$ cat config.mk
export PLATFORM = sky130hd
export DESIGN_NAME = alu_issue_arbiter
export DESIGN_NICKNAME = d
export VERILOG_FILES = /design/src/rtl/alu_issue_arbiter.sv
export SDC_FILE = /design/constraint.sdc
export NUM_CORES = 1
export LEC_CHECK = 0
export ABC_AREA = 1
export BUFFER_PORTS_ARGS = -buffer_cell sky130_fd_sc_hd__buf_4
export CORE_AREA = 3 3 146 148
export CTS_CLUSTER_DIAMETER = 100
export DETAILED_ROUTE_END_ITERATION = 12
export DIE_AREA = 0 0 149 151
export PLACE_DENSITY = 0.66
export SLEW_MARGIN = 10
export SYNTH_ARGS = -nofsm -noshare
export SYNTH_HDL_FRONTEND = slang
export SYNTH_SLANG_ARGS = --single-unit
$ cat constraint.sdc
create_clock -name clk -period 3 [get_ports clk]
set_input_delay 0.45 -clock clk [delete_from_list [all_inputs] [get_ports clk]]
set_output_delay 0.45 -clock clk [all_outputs]
set_load 0.05 [all_outputs]
$ cat src/rtl/alu_issue_arbiter.sv
`default_nettype none
// ============================================================================
// Module   : alu_issue_arbiter
// Brief    : Round-robin selection of one ready reservation-station slot per
//            cycle into a single registered ALU issue stage.
//            Optional macro ALU_ISSUE_PERF_EN adds issue/stall counters.
// Revision : 1.0 - initial release
// ============================================================================
module alu_issue_arbiter #(
    parameter int NREQ = 4,
    parameter int PTRW = 2
) (
    input  logic                 clk,
    input  logic                 rst,
    input  logic                 pause,
    input  logic                 flush,
    input  logic [NREQ-1:0]      req_valid,
    input  logic [5*NREQ-1:0]    req_op,
    input  logic [32*NREQ-1:0]   req_v1,
    input  logic [32*NREQ-1:0]   req_v2,
    input  logic [3*NREQ-1:0]    req_des,
    input  logic [NREQ-1:0]      req_branch,
    output logic [NREQ-1:0]      grant,
    output logic                 alu_valid,
    output logic [4:0]           alu_op,
    output logic [31:0]          alu_v1,
    output logic [31:0]          alu_v2,
    output logic [2:0]           alu_des,
`ifdef ALU_ISSUE_PERF_EN
    output logic [15:0]          issue_cnt,
    output logic [15:0]          stall_cnt,
`endif
    output logic                 alu_branch
);

    localparam logic [4:0] C_NOP_OP = 5'b11111;

    logic              accept;
    logic [NREQ-1:0]   grant_d;
    logic              hit;
    logic [PTRW-1:0]   gidx;
    int                scan_idx;

    logic [PTRW-1:0]   ptr_q, ptr_d;
    logic              alu_valid_q;
    logic [4:0]        alu_op_q;
    logic [31:0]       alu_v1_q;
    logic [31:0]       alu_v2_q;
    logic [2:0]        alu_des_q;
    logic              alu_branch_q;

    logic [4:0]        sel_op;
    logic [31:0]       sel_v1;
    logic [31:0]       sel_v2;
    logic [2:0]        sel_des;
    logic              sel_branch;

    assign accept = rst & ~pause & ~flush;

    // Scan upward from ptr with wrap-around; the first valid slot wins.
    always_comb begin
        grant_d  = '0;
        hit      = 1'b0;
        gidx     = '0;
        scan_idx = 0;
        if (accept) begin
            for (int k = 0; k < NREQ; k++) begin
                scan_idx = int'(ptr_q) + k;
                if (scan_idx >= NREQ) begin
                    scan_idx = scan_idx - NREQ;
                end
                if (!hit && req_valid[scan_idx]) begin
                    hit               = 1'b1;
                    gidx              = PTRW'(scan_idx);
                    grant_d[scan_idx] = 1'b1;
                end
            end
        end
    end

    assign grant = grant_d;

    always_comb begin
        sel_op     = req_op [5*int'(gidx)  +: 5];
        sel_v1     = req_v1 [32*int'(gidx) +: 32];
        sel_v2     = req_v2 [32*int'(gidx) +: 32];
        sel_des    = req_des[3*int'(gidx)  +: 3];
        sel_branch = req_branch[gidx];
    end

    always_comb begin
        ptr_d = ptr_q;
        if (hit) begin
            ptr_d = (gidx == PTRW'(NREQ-1)) ? '0 : gidx + 1'b1;
        end
    end

    // Reset beats flush beats pause; an accepted cycle without a grant issues a NOP.
    always_ff @(posedge clk) begin
        if (!rst || flush || (!pause && !hit)) begin
            alu_valid_q  <= 1'b0;
            alu_op_q     <= C_NOP_OP;
            alu_v1_q     <= '0;
            alu_v2_q     <= '0;
            alu_des_q    <= '0;
            alu_branch_q <= 1'b0;
        end else if (!pause) begin
            alu_valid_q  <= 1'b1;
            alu_op_q     <= sel_op;
            alu_v1_q     <= sel_v1;
            alu_v2_q     <= sel_v2;
            alu_des_q    <= sel_des;
            alu_branch_q <= sel_branch;
        end
    end

    always_ff @(posedge clk) begin
        if (!rst) begin
            ptr_q <= '0;
        end else begin
            ptr_q <= ptr_d;
        end
    end

    assign alu_valid  = alu_valid_q;
    assign alu_op     = alu_op_q;
    assign alu_v1     = alu_v1_q;
    assign alu_v2     = alu_v2_q;
    assign alu_des    = alu_des_q;
    assign alu_branch = alu_branch_q;

`ifdef ALU_ISSUE_PERF_EN
    logic [15:0] issue_cnt_q;
    logic [15:0] stall_cnt_q;

    always_ff @(posedge clk) begin
        if (!rst) begin
            issue_cnt_q <= '0;
            stall_cnt_q <= '0;
        end else begin
            if (hit) begin
                issue_cnt_q <= issue_cnt_q + 16'd1;
            end
            if (pause && |req_valid) begin
                stall_cnt_q <= stall_cnt_q + 16'd1;
            end
        end
    end

    assign issue_cnt = issue_cnt_q;
    assign stall_cnt = stall_cnt_q;
`endif

endmodule
`default_nettype wire

==> results.py <==
metrics = {
    "clock_tree": {
        "cts_sinks": 76,
        "clk_path_buf_depth": 2,
        "cts_setup_buffers": 0,
        "cts_tree": "yes",
        "root_buffer": "clkbuf_16",
        "clk_pin_slew_ns": 0.06,
        "numCtsBuffers": 9,
        "h-tree-depth": 3,
        "insertion_delay_ns": 0.34,
    },
    "finish": {
        "layout_common_cells": "buf_4, inv_1, nand2_1",
        "diodes": 0,
        "multi_input_area_um2": 3870,
        "final_common_cell": "buf_4",
        "fin_util_pct": 52.7,
        "ff_latch_area_um2": 1520,
        "drive_gt1_share_pct": 25.8,
        "area_growth_syn_to_layout_pct": 44.1,
        "nFillCells": 2154,
        "layout.nets": 1979,
    },
    "floorplanning": {
        "rows": 52,
        "die_area_um2": 22500,
        "io_pins": 378,
        "die_h_um": 151,
        "die_w_um": 149,
        "initial_core_util_pct": 36.6,
        "core_um2": 20200,
    },
    "synthesis": {
        "yosys_warnings": 0,
        "synth_top_area_cell": "dfxtp_1",
        "yosys-top-cells-area": "dfxtp_1, inv_1, nand3_1",
        "syn-cell-area_um2": 7380,
        "synthesis.nets": 1673,
        "yosysUniqueCellTypes": 28,
        "synth_top_area_share_pct": 20.6,
        "syn_inst": 1369,
        "synth-seq-cells": 76,
        "synth_xor_xnor_area_share_pct": 0.119,
        "synth_fa_ha_area_share_pct": 0.678,
        "synth_compound_area_share_pct": 1.53,
        "synth_area_per_cell_um2": 5.39,
        "synthMuxAreaShare_pct": 0,
        "synth_top_family_by_area": "simple AND/OR/NAND/NOR gates",
        "synth-simple-area-share_pct": 49.8,
        "ys_seq_area_share_pct": 20.6,
    },
    "timing": {
        "fin_skew_ns": 0.00951,
        "period_share_pct": 94.5,
        "rsz0062_at_grt": "no",
        "worstMarginPinSlew_ns": 0.681,
        "final_hold_viol_count": 0,
        "finalCriticalPeriod_ns": 2.84,
        "tns_ns": 0,
        "finalSetupViolCount": 0,
        "maxSlewViolCount": 0,
        "slew_headroom_pct": 54.6,
        "timing.fmax_mhz": 353,
    },
    "place": {
        "finalWeightedCongestion": 0.885,
        "dp_hpwl_mm": 20.9,
        "port_buffers": 377,
    },
    "grt": {
        "grt_usage_pct": 24.3,
        "overflow": 0,
        "antenna_found_initial": 0,
        "grt_max_degree": 147,
        "grt_pass1_vias": 8576,
        "grt_pass1_wl_mm": 44.6,
    },
    "critical_path": {
        "reg2reg_depth": 14,
        "worstSetupPathType": "register to output pin",
        "crit_path_max_fanout": 7,
        "timing.rr.end": "alu_v1[2]$_SDFFE_PP0N_",
        "endpoint_kind": "output pin",
        "r2r_slack_ns": 0.32,
        "cp.arrival_ns": 2.39,
        "cp.required_ns": 2.55,
        "start_kind": "register",
        "r2r_start": "ptr_q[1]$_SDFFE_PN0P_",
    },
    "min_path": {
        "hold_path_depth": 2,
        "min_to": "ptr_q[0]$_SDFFE_PN0P_",
        "hp-start": "rst",
        "min_path_type": "input pin to register",
    },
    "pwr": {
        "power.density_nw_per_um2": 354,
        "ir_worst_vdd_mv": 0.254,
        "leakage_nw": 6.77,
    },
    "drt": {
        "drtIter0Drc": 684,
        "wl_per_cell_um": 14.9,
        "drc": 0,
        "wl_mm": 29.0,
        "antenna_left": 0,
        "drt_pass1_iterations": 6,
        "viasPerCell": 4.89,
        "num_vias": 9545,
    },
    "run_status": {
        "status": "completed",
    },
    "job": {
        "drv_cap": 0,
    },
}
how the worst max path moves through the flow:
stage / from / to / slack (ns) / cells past startpoint
finish: ptr_q[1]$_SDFFE_PN0P_ / grant[2] / 0.16 / 12
floorplan: ptr_q[0]$_SDFFE_PN0P_ / grant[3] / 0.64 / 12
CTS: ptr_q[1]$_SDFFE_PN0P_ / grant[2] / 0.09 / 12
global route: ptr_q[1]$_SDFFE_PN0P_ / grant[2] / 0.03 / 12
global placement: ptr_q[1]$_SDFFE_PN0P_ / alu_v1[23]$_SDFFE_PP0N_ / 0.34 / 14
detailed placement: ptr_q[1]$_SDFFE_PN0P_ / alu_v2[13]$_SDFFE_PP0N_ / 0.26 / 14
sequential cells by signal, summed over array words and instances, names as in the netlist:
register,cells
alu_branch,1
alu_op,5
alu_valid,1
alu_v2,32
ptr_q,2
alu_des,3
alu_v1,32
cells by family after synthesis:
group	count (synthesis)
xor gates and xnor gates	1
AOI/OAI and AO/OA	21
buffers and inverters	487
adders and majority gates	4
and+or+nand+nor	780
DFF	76
layout make-up:
class / count / share of cell area [%]
sequential: 76 / 14.3
timing repair buffer: 399 / 29.5
tap: 270 / 3.18
inverter: 383 / 13.6
multi-input combinational: 806 / 36.4
clock inverter: 3 / 0.647
clock buffer: 13 / 2.45
critical path: stages (launching register included):
cell and delay, ns:
dfxtp_2 0.41, inv_2 0.09, ha_1 0.34, inv_1 0.09
nand3_1 0.12, nand2_4 0.14, nand3_1 0.16, o22ai_1 0.18
a21oi_1 0.06, o21ai_0 0.09, nand2_1 0.10, inv_1 0.07
buf_4 0.19
power breakdown:
group          leakage, nW  internal (W)  switching [W]
combinational         5.99      0.000570       0.000869
clock                0.160      0.000777       0.000455
sequential           0.623       0.00106      0.0000312
total                 6.77       0.00241        0.00135
stage by stage:
| step | instance area [µm²] | total power (W) | instances | worst slack, ns | hold WS (ns) |
|---|---|---|---|---|---|
| final | 10600 | 0.00377 | 1950 | 0.165 | 0.360 |
| after global routing | 10600 | 0.00398 | 1950 | 0.0257 | 0.370 |
| after CTS | 10600 | 0.00380 | 1950 | 0.0873 | 0.348 |
| after detailed placement | 10300 | 0.00255 | 1934 | 0.263 | 0.454 |
| after global placement | 10300 | 0.00254 | 1934 | 0.344 | 0.453 |
| after floorplan | 7380 | 0.00199 | 1369 | 0.644 | 0.534 |
what timing repair did:
item,in CTS,in global routing
gates resized for setup,0,2
setup endpoints to repair,0,11
hold buffers,0,0
layer usage:
layer	track usage, %	share of wire [%]	vias to the layer above
met2	40.3	49	429
met5	0	0	-
li1	-	-	4803
met3	4.19	8.0	51
met1	32.0	40	4262
met4	8.38	3.0	0
synth_stat cells:
| library cell | number |
|---|---|
| inv_1 | 378 |
| nand2_1 | 257 |
| nand3_1 | 220 |
| nand4_1 | 149 |
| nor2_1 | 141 |
| dfxtp_1 | 76 |
| buf_2 | 56 |
| clkbuf_1 | 30 |
| buf_6 | 13 |
| a21oi_1 | 10 |
| o21ai_0 | 6 |
| buf_4 | 4 |
| ha_1 | 4 |
| inv_2 | 4 |
| nand2_2 | 3 |
| nand3_2 | 3 |
| o22ai_1 | 3 |
| nand2_4 | 2 |
| a22oi_1 | 1 |
| a31oi_1 | 1 |
| and3_1 | 1 |
| buf_1 | 1 |
| inv_4 | 1 |
| nand3_4 | 1 |
| nand4_4 | 1 |
| nor2_4 | 1 |
| nor3_4 | 1 |
| xnor2_1 | 1 |
Power figures use the tool's default switching activity.
